--- src/rtl/ads131_frame_buffer_pkg.sv ---
// ads131_buf_pkg: shared derivations, policy constants and reader states for the ADS131 frame buffer.
// ADS131_FRAME_TIMESTAMP_EN adds one timestamp word per frame.
package ads131_buf_pkg;
    typedef enum logic {IDLE, MID_FRAME} rd_state_t;
    localparam int POLICY_DROP = 0;
    localparam int POLICY_OVERWRITE = 1;
`ifdef ADS131_FRAME_TIMESTAMP_EN
    localparam int TS_WORDS = 1;
`else
    localparam int TS_WORDS = 0;
`endif
    function automatic int ch_w(input int num_ch);
        return $clog2(num_ch + 1);
    endfunction
    function automatic int wpf(input int num_ch);
        return num_ch + TS_WORDS;
    endfunction
endpackage

--- src/rtl/ads131_frame_buffer_if.sv ---
// ads131_frame_buffer_if: writer/reader bus of the ADS131 frame buffer.
interface ads131_frame_buffer_if
    import ads131_buf_pkg::*;
#(
    parameter int NUM_CH = 4,
    parameter int DATA_W = 24,
    parameter int DEPTH  = 16,
    parameter int CNT_W  = 16
);
    localparam int CH_W = ch_w(NUM_CH);
    localparam int FW   = $clog2(DEPTH) + 1;
    logic                     clear;
    logic                     in_valid;
    logic [NUM_CH*DATA_W-1:0] in_data;
    logic                     rd_req;
    logic                     rd_valid;
    logic [DATA_W-1:0]        rd_data;
    logic [CH_W-1:0]          rd_ch;
    logic                     rd_last;
    logic [FW-1:0]            frame_count;
    logic                     empty;
    logic                     full;
    logic [CNT_W-1:0]         overflow_count;
    modport master (
        output clear, in_valid, in_data, rd_req,
        input  rd_valid, rd_data, rd_ch, rd_last, frame_count, empty, full, overflow_count
    );
    modport slave (
        input  clear, in_valid, in_data, rd_req,
        output rd_valid, rd_data, rd_ch, rd_last, frame_count, empty, full, overflow_count
    );
endinterface

--- src/rtl/ads131_buf_ram.sv ---
// ads131_buf_ram: dual-port frame store, whole frame written per cycle, one word read per cycle (registered).
module ads131_buf_ram #(
    parameter int DEPTH  = 16,
    parameter int WPF    = 4,
    parameter int DATA_W = 24,
    parameter int CH_W   = 3
) (
    input  logic                    clk,
    input  logic                    rst,
    input  logic                    we,
    input  logic [$clog2(DEPTH)-1:0] wa,
    input  logic [WPF*DATA_W-1:0]   wd,
    input  logic                    re,
    input  logic [$clog2(DEPTH)-1:0] ra,
    input  logic [CH_W-1:0]         rc,
    output logic [DATA_W-1:0]       q
);
    localparam int MW = $clog2(DEPTH * WPF);
    logic [DATA_W-1:0] mem [DEPTH*WPF];
    logic [MW-1:0] wbase, raddr;
    always_comb begin
        wbase = MW'(wa) * MW'(WPF);
        raddr = MW'(ra) * MW'(WPF) + MW'(rc);
    end
    // Each channel lands at frame*WPF + ch; a collision with the read returns the old word.
    always_ff @(posedge clk) begin
        if (we)
            for (int k = 0; k < WPF; k++)
                mem[wbase + MW'(k)] <= wd[k*DATA_W +: DATA_W];
    end
    always_ff @(posedge clk or posedge rst) begin
        if (rst)
            q <= '0;
        else if (re)
            q <= mem[raddr];
    end
endmodule

--- src/rtl/ads131_frame_buffer.sv ---
// ads131_frame_buffer: frame-aligned multi-channel sample buffer with overflow policy and counters.
// ADS131_FRAME_TIMESTAMP_EN appends a cycle-count word to every stored frame.
module ads131_frame_buffer
    import ads131_buf_pkg::*;
#(
    parameter int NUM_CH    = 4,
    parameter int DATA_W    = 24,
    parameter int DEPTH     = 16,
    parameter int OVERWRITE = 0,
    parameter int CNT_W     = 16
) (
    input logic system_clock,
    input logic reset,
    ads131_frame_buffer_if.slave bus
);
    localparam int CH_W = ch_w(NUM_CH);
    localparam int WPF  = wpf(NUM_CH);
    localparam int AW   = $clog2(DEPTH);
    localparam int FW   = AW + 1;
    localparam bit OVW  = OVERWRITE == POLICY_OVERWRITE;
    logic [AW-1:0] wr_ptr, rd_ptr;
    logic [FW-1:0] count, count_n;
    logic [CH_W-1:0] idx;
    logic [CNT_W-1:0] ovf;
    rd_state_t state, state_n;
    logic rd_ok, last, is_full, wr_try, ovw, wr_en, lost;
    logic [WPF*DATA_W-1:0] wd;
`ifdef ADS131_FRAME_TIMESTAMP_EN
    logic [DATA_W-1:0] ts;
    always_ff @(posedge system_clock or posedge reset) begin
        if (reset)
            ts <= '0;
        else
            ts <= ts + 1'b1;
    end
    assign wd = {ts, bus.in_data};
`else
    assign wd = bus.in_data;
`endif
    always_comb begin
        is_full = count == FW'(DEPTH);
        rd_ok   = bus.rd_req && count != '0 && !bus.clear;
        last    = rd_ok && idx == CH_W'(WPF - 1);
        wr_try  = bus.in_valid && !bus.clear;
        // Overwrite only while no frame is being read, so a partially read frame stays intact.
        ovw     = OVW && wr_try && is_full && !rd_ok && state == IDLE;
        wr_en   = wr_try && (!is_full || last || ovw);
        lost    = wr_try && is_full && !last;
        count_n = bus.clear ? '0 : count + FW'(wr_en && !ovw) - FW'(last);
        state_n = (bus.clear || last) ? IDLE : rd_ok ? MID_FRAME : state;
    end
    always_ff @(posedge system_clock or posedge reset) begin
        if (reset) begin
            wr_ptr       <= '0;
            rd_ptr       <= '0;
            count        <= '0;
            idx          <= '0;
            ovf          <= '0;
            state        <= IDLE;
            bus.rd_valid <= 1'b0;
            bus.rd_ch    <= '0;
            bus.rd_last  <= 1'b0;
        end else begin
            wr_ptr       <= bus.clear ? '0 : wr_ptr + AW'(wr_en);
            rd_ptr       <= bus.clear ? '0 : rd_ptr + AW'(last || ovw);
            count        <= count_n;
            idx          <= (bus.clear || last) ? '0 : idx + CH_W'(rd_ok);
            ovf          <= bus.clear ? '0 : ovf + CNT_W'(lost && ovf != '1);
            state        <= state_n;
            bus.rd_valid <= rd_ok;
            bus.rd_ch    <= idx;
            bus.rd_last  <= last;
        end
    end
    assign bus.frame_count    = count;
    assign bus.empty          = count == '0;
    assign bus.full           = is_full;
    assign bus.overflow_count = ovf;
    ads131_buf_ram #(.DEPTH(DEPTH), .WPF(WPF), .DATA_W(DATA_W), .CH_W(CH_W)) u_ram (
        .clk(system_clock),
        .rst(reset),
        .we(wr_en),
        .wa(wr_ptr),
        .wd(wd),
        .re(rd_ok),
        .ra(rd_ptr),
        .rc(idx),
        .q(bus.rd_data)
    );
endmodule

--- src/flat_wrapper.sv ---
// flat-port wrapper written by rule: the top's interface ports become plain ports
module ads131_frame_buffer_flat import ads131_buf_pkg::*;
#(
    parameter int NUM_CH    = 4,
    parameter int DATA_W    = 24,
    parameter int DEPTH     = 16,
    parameter int OVERWRITE = 0,
    parameter int CNT_W     = 16
)
  (system_clock, reset, bus_clear, bus_in_valid, bus_in_data, bus_rd_req, bus_rd_valid, bus_rd_data, bus_rd_ch, bus_rd_last, bus_frame_count, bus_empty, bus_full, bus_overflow_count);
  ads131_frame_buffer_if #(.NUM_CH(NUM_CH), .DATA_W(DATA_W), .DEPTH(DEPTH), .CNT_W(CNT_W)) bus_i ();
  input logic system_clock;
  input logic reset;
  input wire logic [$bits(bus_i.clear)-1:0] bus_clear;
  input wire logic [$bits(bus_i.in_valid)-1:0] bus_in_valid;
  input wire logic [$bits(bus_i.in_data)-1:0] bus_in_data;
  input wire logic [$bits(bus_i.rd_req)-1:0] bus_rd_req;
  output wire logic [$bits(bus_i.rd_valid)-1:0] bus_rd_valid;
  output wire logic [$bits(bus_i.rd_data)-1:0] bus_rd_data;
  output wire logic [$bits(bus_i.rd_ch)-1:0] bus_rd_ch;
  output wire logic [$bits(bus_i.rd_last)-1:0] bus_rd_last;
  output wire logic [$bits(bus_i.frame_count)-1:0] bus_frame_count;
  output wire logic [$bits(bus_i.empty)-1:0] bus_empty;
  output wire logic [$bits(bus_i.full)-1:0] bus_full;
  output wire logic [$bits(bus_i.overflow_count)-1:0] bus_overflow_count;
  assign bus_i.clear = bus_clear;
  assign bus_i.in_valid = bus_in_valid;
  assign bus_i.in_data = bus_in_data;
  assign bus_i.rd_req = bus_rd_req;
  assign bus_rd_valid = bus_i.rd_valid;
  assign bus_rd_data = bus_i.rd_data;
  assign bus_rd_ch = bus_i.rd_ch;
  assign bus_rd_last = bus_i.rd_last;
  assign bus_frame_count = bus_i.frame_count;
  assign bus_empty = bus_i.empty;
  assign bus_full = bus_i.full;
  assign bus_overflow_count = bus_i.overflow_count;
  ads131_frame_buffer #(.NUM_CH(NUM_CH), .DATA_W(DATA_W), .DEPTH(DEPTH), .OVERWRITE(OVERWRITE), .CNT_W(CNT_W)) u_core (.system_clock(system_clock), .reset(reset), .bus(bus_i));
endmodule
--- config.mk ---
export PLATFORM = sky130hd
export DESIGN_NAME = ads131_frame_buffer_flat
export DESIGN_NICKNAME = d
export VERILOG_FILES = /design/src/rtl/ads131_frame_buffer_pkg.sv /design/src/rtl/ads131_frame_buffer_if.sv /design/src/rtl/ads131_buf_ram.sv /design/src/rtl/ads131_frame_buffer.sv /design/src/flat_wrapper.sv
export SDC_FILE = /design/constraint.sdc
export NUM_CORES = 2
export LEC_CHECK = 0
export CORE_ASPECT_RATIO = 1.2
export CORE_MARGIN = 10
export CORE_UTILIZATION = 30
export CTS_BUF_LIST = sky130_fd_sc_hd__clkbuf_8
export CTS_CLUSTER_SIZE = 8
export DETAILED_ROUTE_END_ITERATION = 10
export PLACE_DENSITY = 0.54
export SLEW_MARGIN = 5
export SYNTH_ARGS = -nofsm -noshare
export SYNTH_HDL_FRONTEND = slang
export SYNTH_SLANG_ARGS = --single-unit
--- constraint.sdc ---
create_clock -name system_clock -period 10.11 [get_ports system_clock]
set_input_delay 1.5165 -clock system_clock [delete_from_list [all_inputs] [get_ports system_clock]]
set_output_delay 1.5165 -clock system_clock [all_outputs]
set_load 0.03 [all_outputs]
### After elaboration in Yosys (flattened, before gate mapping)

Memories as Yosys holds them, arrays and structs flattened. A register that Yosys moved wholly into a read port is not among the register bits.
Index checks and enable logic that the tools add are counted.

* $add $sub $neg: 10
* reduce and logical (&&, ||, !) cells: 15
* equal/unequal tests: 3
* mux-type cells: 7

Operator list (count)
* $add A16 B1 Y16: 1
* $mux W16: 1
* $ne A16 B16 Y1 const B: 1
* $add A6 B2 Y6 const B: 2
* $add A4 B1 Y4: 2
* $logic_and A1 B1 Y1: 8
* $mux W4: 2
* $add A6 B1 Y6 const B: 1
* $add A6 B3 Y6: 1
* $add A5 B1 Y5: 1
* $eq A5 B5 Y1 const B: 1
* $logic_not A5 Y1: 1
* $mux W5: 1
* $reduce_bool A5 Y1: 1
* $sub A5 B1 Y5: 1
* $add A3 B1 Y3: 1
* $eq A3 B2 Y1 const B: 1
* $logic_not A1 Y1: 3
* $mux W3: 1
* $logic_or A1 B1 Y1: 2
* $mux W1: 2

* register bits after elaboration: 37
* memories kept: 1
* output and inout bits: 52
* bits of input ports: 101
* word-level logic and storage cells: 44
* memory bits (writable): 1536

Memory list
* u_core.u_ram.mem: depth 64, width 24, read ports 1, clocked after memory_dff 1, write ports 4, line ads131_buf_ram.sv:19 `logic [DATA_W-1:0] mem [DEPTH*WPF];`

### Longest topological paths before layout

* word-level depth: 9
* mapped depth: 16
* mapped depth without buffers: 15

### By module

Synthesis repeated with hierarchy kept, for this count alone.

* cell total of the unflattened synthesis: 2986
* area, all modules: 62132.1 um^2

Modules (own cells, without submodules)
* ads131_buf_ram: cells each 2821, times used 1, seq. area each 46724.8 um^2, area each 60305.3 um^2
* ads131_frame_buffer: cells each 165, times used 1, seq. area each 925.9 um^2, area each 1826.8 um^2

### Worst setup path before layout

No wires, ideal clock.

* kind: input-to-reg
* from: input bus_clear
* to: memory u_core.u_ram.mem[32][0], enable pin
* stages on the path: 6
* path slack: 0.543 ns
* arrival: 8.899 ns
* data required time: 9.442 ns
* cells stage by stage: nand2b_1 o311ai_1 and3b_1 buf_2 nand3b_1 nor3_1

RTL lines
* start, declared: line flat_wrapper.sv:14 `input wire logic [$bits(bus_i.clear)-1:0] bus_clear;`
* end, declared: line ads131_buf_ram.sv:19

==> summary by stage <==
Placed design
Routability-driven placement finished with a final weighted congestion of 0.696. The number of I/O port buffers is 152. Counting tap cells, the placed design contains a total of 5394 instances. Summing all placed instances gives a cell area of 65900 sq um. The worst setup slack after placement is 3.99 ns. The HPWL after detailed placement is 80.1 mm.

Global routing
The first global-routing pass estimated 215 mm of wire. Entering global routing, the biggest net connects 89 pins. The initial antenna violation count is 9. The number of global-route vias before repair is 31100. After global routing the overflow that remains totals 0.

The overall global routing resource usage is 13.0%.

Floorplan
The floorplan step defined a die boundary enclosing 223000 sq um. In this run the count of I/O pins placed on the die edge is 153. The die boundary height is 515 um. The core region area is 203000 sq um. The initial cell density of the core is 30.2%. From left edge to right edge, the die measures 432 um. The initialized floorplan defines 181 standard-cell rows.

Timing
The number of hold-slack violations in the final timing report came to 0. The final number of max-transition violations was 0. In the final timing run, aggregate negative setup slack is 0 ns.

The clock arrives with 0.0570 ns of skew. The highest clock rate is 194 MHz. Setup repair after global routing left no endpoint under its margin. Final hold analysis gives a worst-case slack of 0.536 ns. The worst setup margin is 4.96 ns. The measured slew at the worst slew-check pin is 1.23 ns. The minimum clock period is 5.15 ns. The relative max-transition margin is 17.9%. After layout, the worst path uses 51.0% of the clock period. The total setup violations reported at the end of the flow is 0.

Route
The first routing iteration left 2137 violations. The first TritonRoute pass finished after 8 iterations. In this run the remaining antenna-violating nets after routing total 0. The detailed-route DRC error count is 0.

The vias after detailed routing is 28400. The via density per instance is 4.85. The wire length per cell is 25.0 um. After detailed routing, the total wire length is 146 mm.

Layout
The count of filler cells inserted in the layout is 18900. The area of all placed cells without fillers is 70600 sq um. The count of cells in the finished layout, fillers not included, comes to 5856. The ratio of cells with drive above 1 in the final layout is 24.2%. The final layout contains 3138 nets. Relative to the synthesized area, the layout overhead comes to 15.3%.

CTS
The H-tree was split into 5 levels. Clock tree synthesis inserted a total of 277 buffers. No sink is reached through more buffers than the 4 on the longest clock path. Buffers added to address setup during post-CTS repair amount to 0. After clock tree synthesis, the clock-pin slew on the worst setup and hold paths is 0.05 ns. The CTS tree is yes. The count of hold buffers inserted by post-cts repair is 0. The total of cells resized after clock tree synthesis is 0. The later pin in the worst-skew pair is clocked with a latency of 0.98 ns.

The TritonCTS sink count is 1597. CTS placed an instance of sky130_fd_sc_hd__clkbuf_8 at the clock tree root.

Synth
The number of cells produced by synthesis is 2672. The synthesized design devotes to its leading area cell type 75.3% of total area. After synthesis, the cell types taking the most area are sky130_fd_sc_hd__edfxtp_1 (75%), sky130_fd_sc_hd__mux4_2 (14%), sky130_fd_sc_hd__mux2i_1 (3.1%), sky130_fd_sc_hd__dfrtp_1 (2.5%), sky130_fd_sc_hd__a22oi_1 (0.88%).

The flip-flop cell with the highest count after synthesis is sky130_fd_sc_hd__edfxtp_1. In this run, synthesis produced a sequential element count of 1597. In the synthesized netlist, the cells that appear most often are sky130_fd_sc_hd__edfxtp_1 (1536), sky130_fd_sc_hd__mux4_2 (384), sky130_fd_sc_hd__mux2i_1 (192), sky130_fd_sc_hd__nand2_1 (77), sky130_fd_sc_hd__a22oi_1 (72). The cell area after technology mapping is 61200 sq um. The synthesized area per cell is 22.9 sq um. Sequential elements use 77.8% of the synthesized area.

The number of nets handed over by synthesis was 2790. The library cell with the largest summed area after synthesis is sky130_fd_sc_hd__edfxtp_1. The most common cell in the synthesized netlist is sky130_fd_sc_hd__edfxtp_1. The proportion of register bits with asynchronous set or reset after synthesis is 3.82%. After synthesis, the netlist uses 38 different library cells. The number of synthesized flops with an enable pin is 1536.

The count of synthesis-stage warnings from yosys is 0.

Hold path
The endpoint of the worst hold-timing path is u_core.bus.rd_ch[2]. The startpoint of the most critical hold path is u_core.idx[2]. The tightest min-delay check is of the reg -> reg type. The number of cells traversed by the worst hold path is 0.

Run
The tool flagged a number of max-cap violations equal to 0.

Setup path
Of all nets on the critical path, the largest fanout is 39. The worst setup path is launched from a primary input. The critical path is of the in -> reg type. The critical path capture point type is a flop.

For the worst setup path, the data arrival time is 5.71 ns. The worst reg-to-reg setup slack is 5.36 ns. STA puts the critical path data required time at 10.67 ns.

The worst reg-to-reg path cell count is 7. The launching point of the worst reg2reg path is u_core.idx[1]. The worst register-to-register path ends at u_core.u_ram.mem[42][18].

Power
The reported leakage power is 21.4 nW. Across the VDD grid, the largest voltage drop is 0.000131 V. The cell area power density is 198 nW/um^2.

Run status
The flow ran to the end, and the final reports show no timing, DRC or antenna violations.
logic make-up (layout without fill, tap and decap cells):
kind of cell / after synthesis / count (layout) / share of synthesized area, %
flops: 1597 / 1597 / 77.8
mux: 576 / 576 / 17.3
simple gates: 194 / 194 / 1.50
buf+inv: 157 / 684 / 1.40
compound gates: 108 / 108 / 1.33
xor+xnor: 23 / 23 / 0.329
fa+ha+maj: 17 / 17 / 0.360
other cells: 0 / 4 / 0
stage by stage:
stage | power, mW | utilization (%)
2_1_floorplan | 8.49 | -
4_1_cts | 14.2 | 34.8
6_report | 14.0 | 34.8
3_3_place_gp | 9.03 | 32.5
5_1_grt | 14.6 | 34.8
3_5_place_dp | 9.03 | 32.5
routing by layer:
metal  vias up  routed length (um)  global-route usage [%]
met2       852               73500                    22.0
met5         -                   0                       0
met4         0                2670                    3.35
met1     15400               61800                    16.8
met3       198                8110                    2.90
li1      12000                   -                       -
layout by cell type, fill, tap and decap left out, drive strengths merged, types with 6 or more instances in the layout:
master	n
clkbuf	291
mux2i	192
edfxtp	1536
xor2	11
nand2	77
clkinv	45
clkdlybuf4s50	152
and2	6
a22oi	72
nand3	11
dfrtp	61
nor3	12
nand4	27
nor2	37
inv	132
buf	59
a32oi	24
xnor2	12
nor2b	7
mux4	384
a21oi	6
ha	16
worst max-delay path, stage by stage:
cell                              delay [ns]
sky130_fd_sc_hd__clkdlybuf4s50_1        0.40
sky130_fd_sc_hd__buf_4                  0.25
sky130_fd_sc_hd__nand2b_1               0.21
sky130_fd_sc_hd__o311ai_1               0.32
sky130_fd_sc_hd__and3b_1                0.52
sky130_fd_sc_hd__nand3b_1               0.37
sky130_fd_sc_hd__nor2_4                 0.88
sky130_fd_sc_hd__buf_4                  0.59
sky130_fd_sc_hd__buf_4                  0.55
report_power, final:
| part | switching [mW] | internal [mW] |
|---|---|---|
| clock network | 2.47 | 2.65 |
| registers | 0.110 | 7.38 |
| logic | 0.744 | 0.616 |
layout make-up:
cell class	instances	area [sq um]	area share (%)
multi-input cells	918	12900	18.2
diodes	4	10.0	0.0142
inverters	15	58.8	0.0833
clock inverters	167	682	0.965
repair buffers	211	2010	2.85
well taps	2653	3320	4.70
clock buffers	291	4010	5.67
flip-flops and latches	1597	47700	67.5
flip-flops by register name (all words and copies together) (netlist names):
| name | flops |
|---|---|
| u_core.idx | 3 |
| u_core.wr_ptr | 4 |
| u_core.bus.overflow_count | 16 |
| u_core.rd_ptr | 4 |
| u_core.bus.rd_valid | 1 |
| u_core.u_ram.q | 24 |
| u_core.bus.rd_ch | 3 |
| u_core.u_ram.mem | 1536 |
| u_core.bus.frame_count | 5 |
| u_core.bus.rd_last | 1 |
worst max-delay path by stage:
stage,startpoint,endpoint,cells after the start
4_1_cts,bus_clear,u_core.u_ram.mem[43][16],9
5_1_grt,bus_clear,u_core.u_ram.mem[41][16],9
2_1_floorplan,bus_clear,u_core.u_ram.mem[32][0],6
3_5_place_dp,bus_clear,u_core.u_ram.mem[42][18],9
6_report,bus_clear,u_core.u_ram.mem[42][18],9
3_3_place_gp,bus_clear,u_core.u_ram.mem[41][18],9
Power figures use the tool's default switching activity.
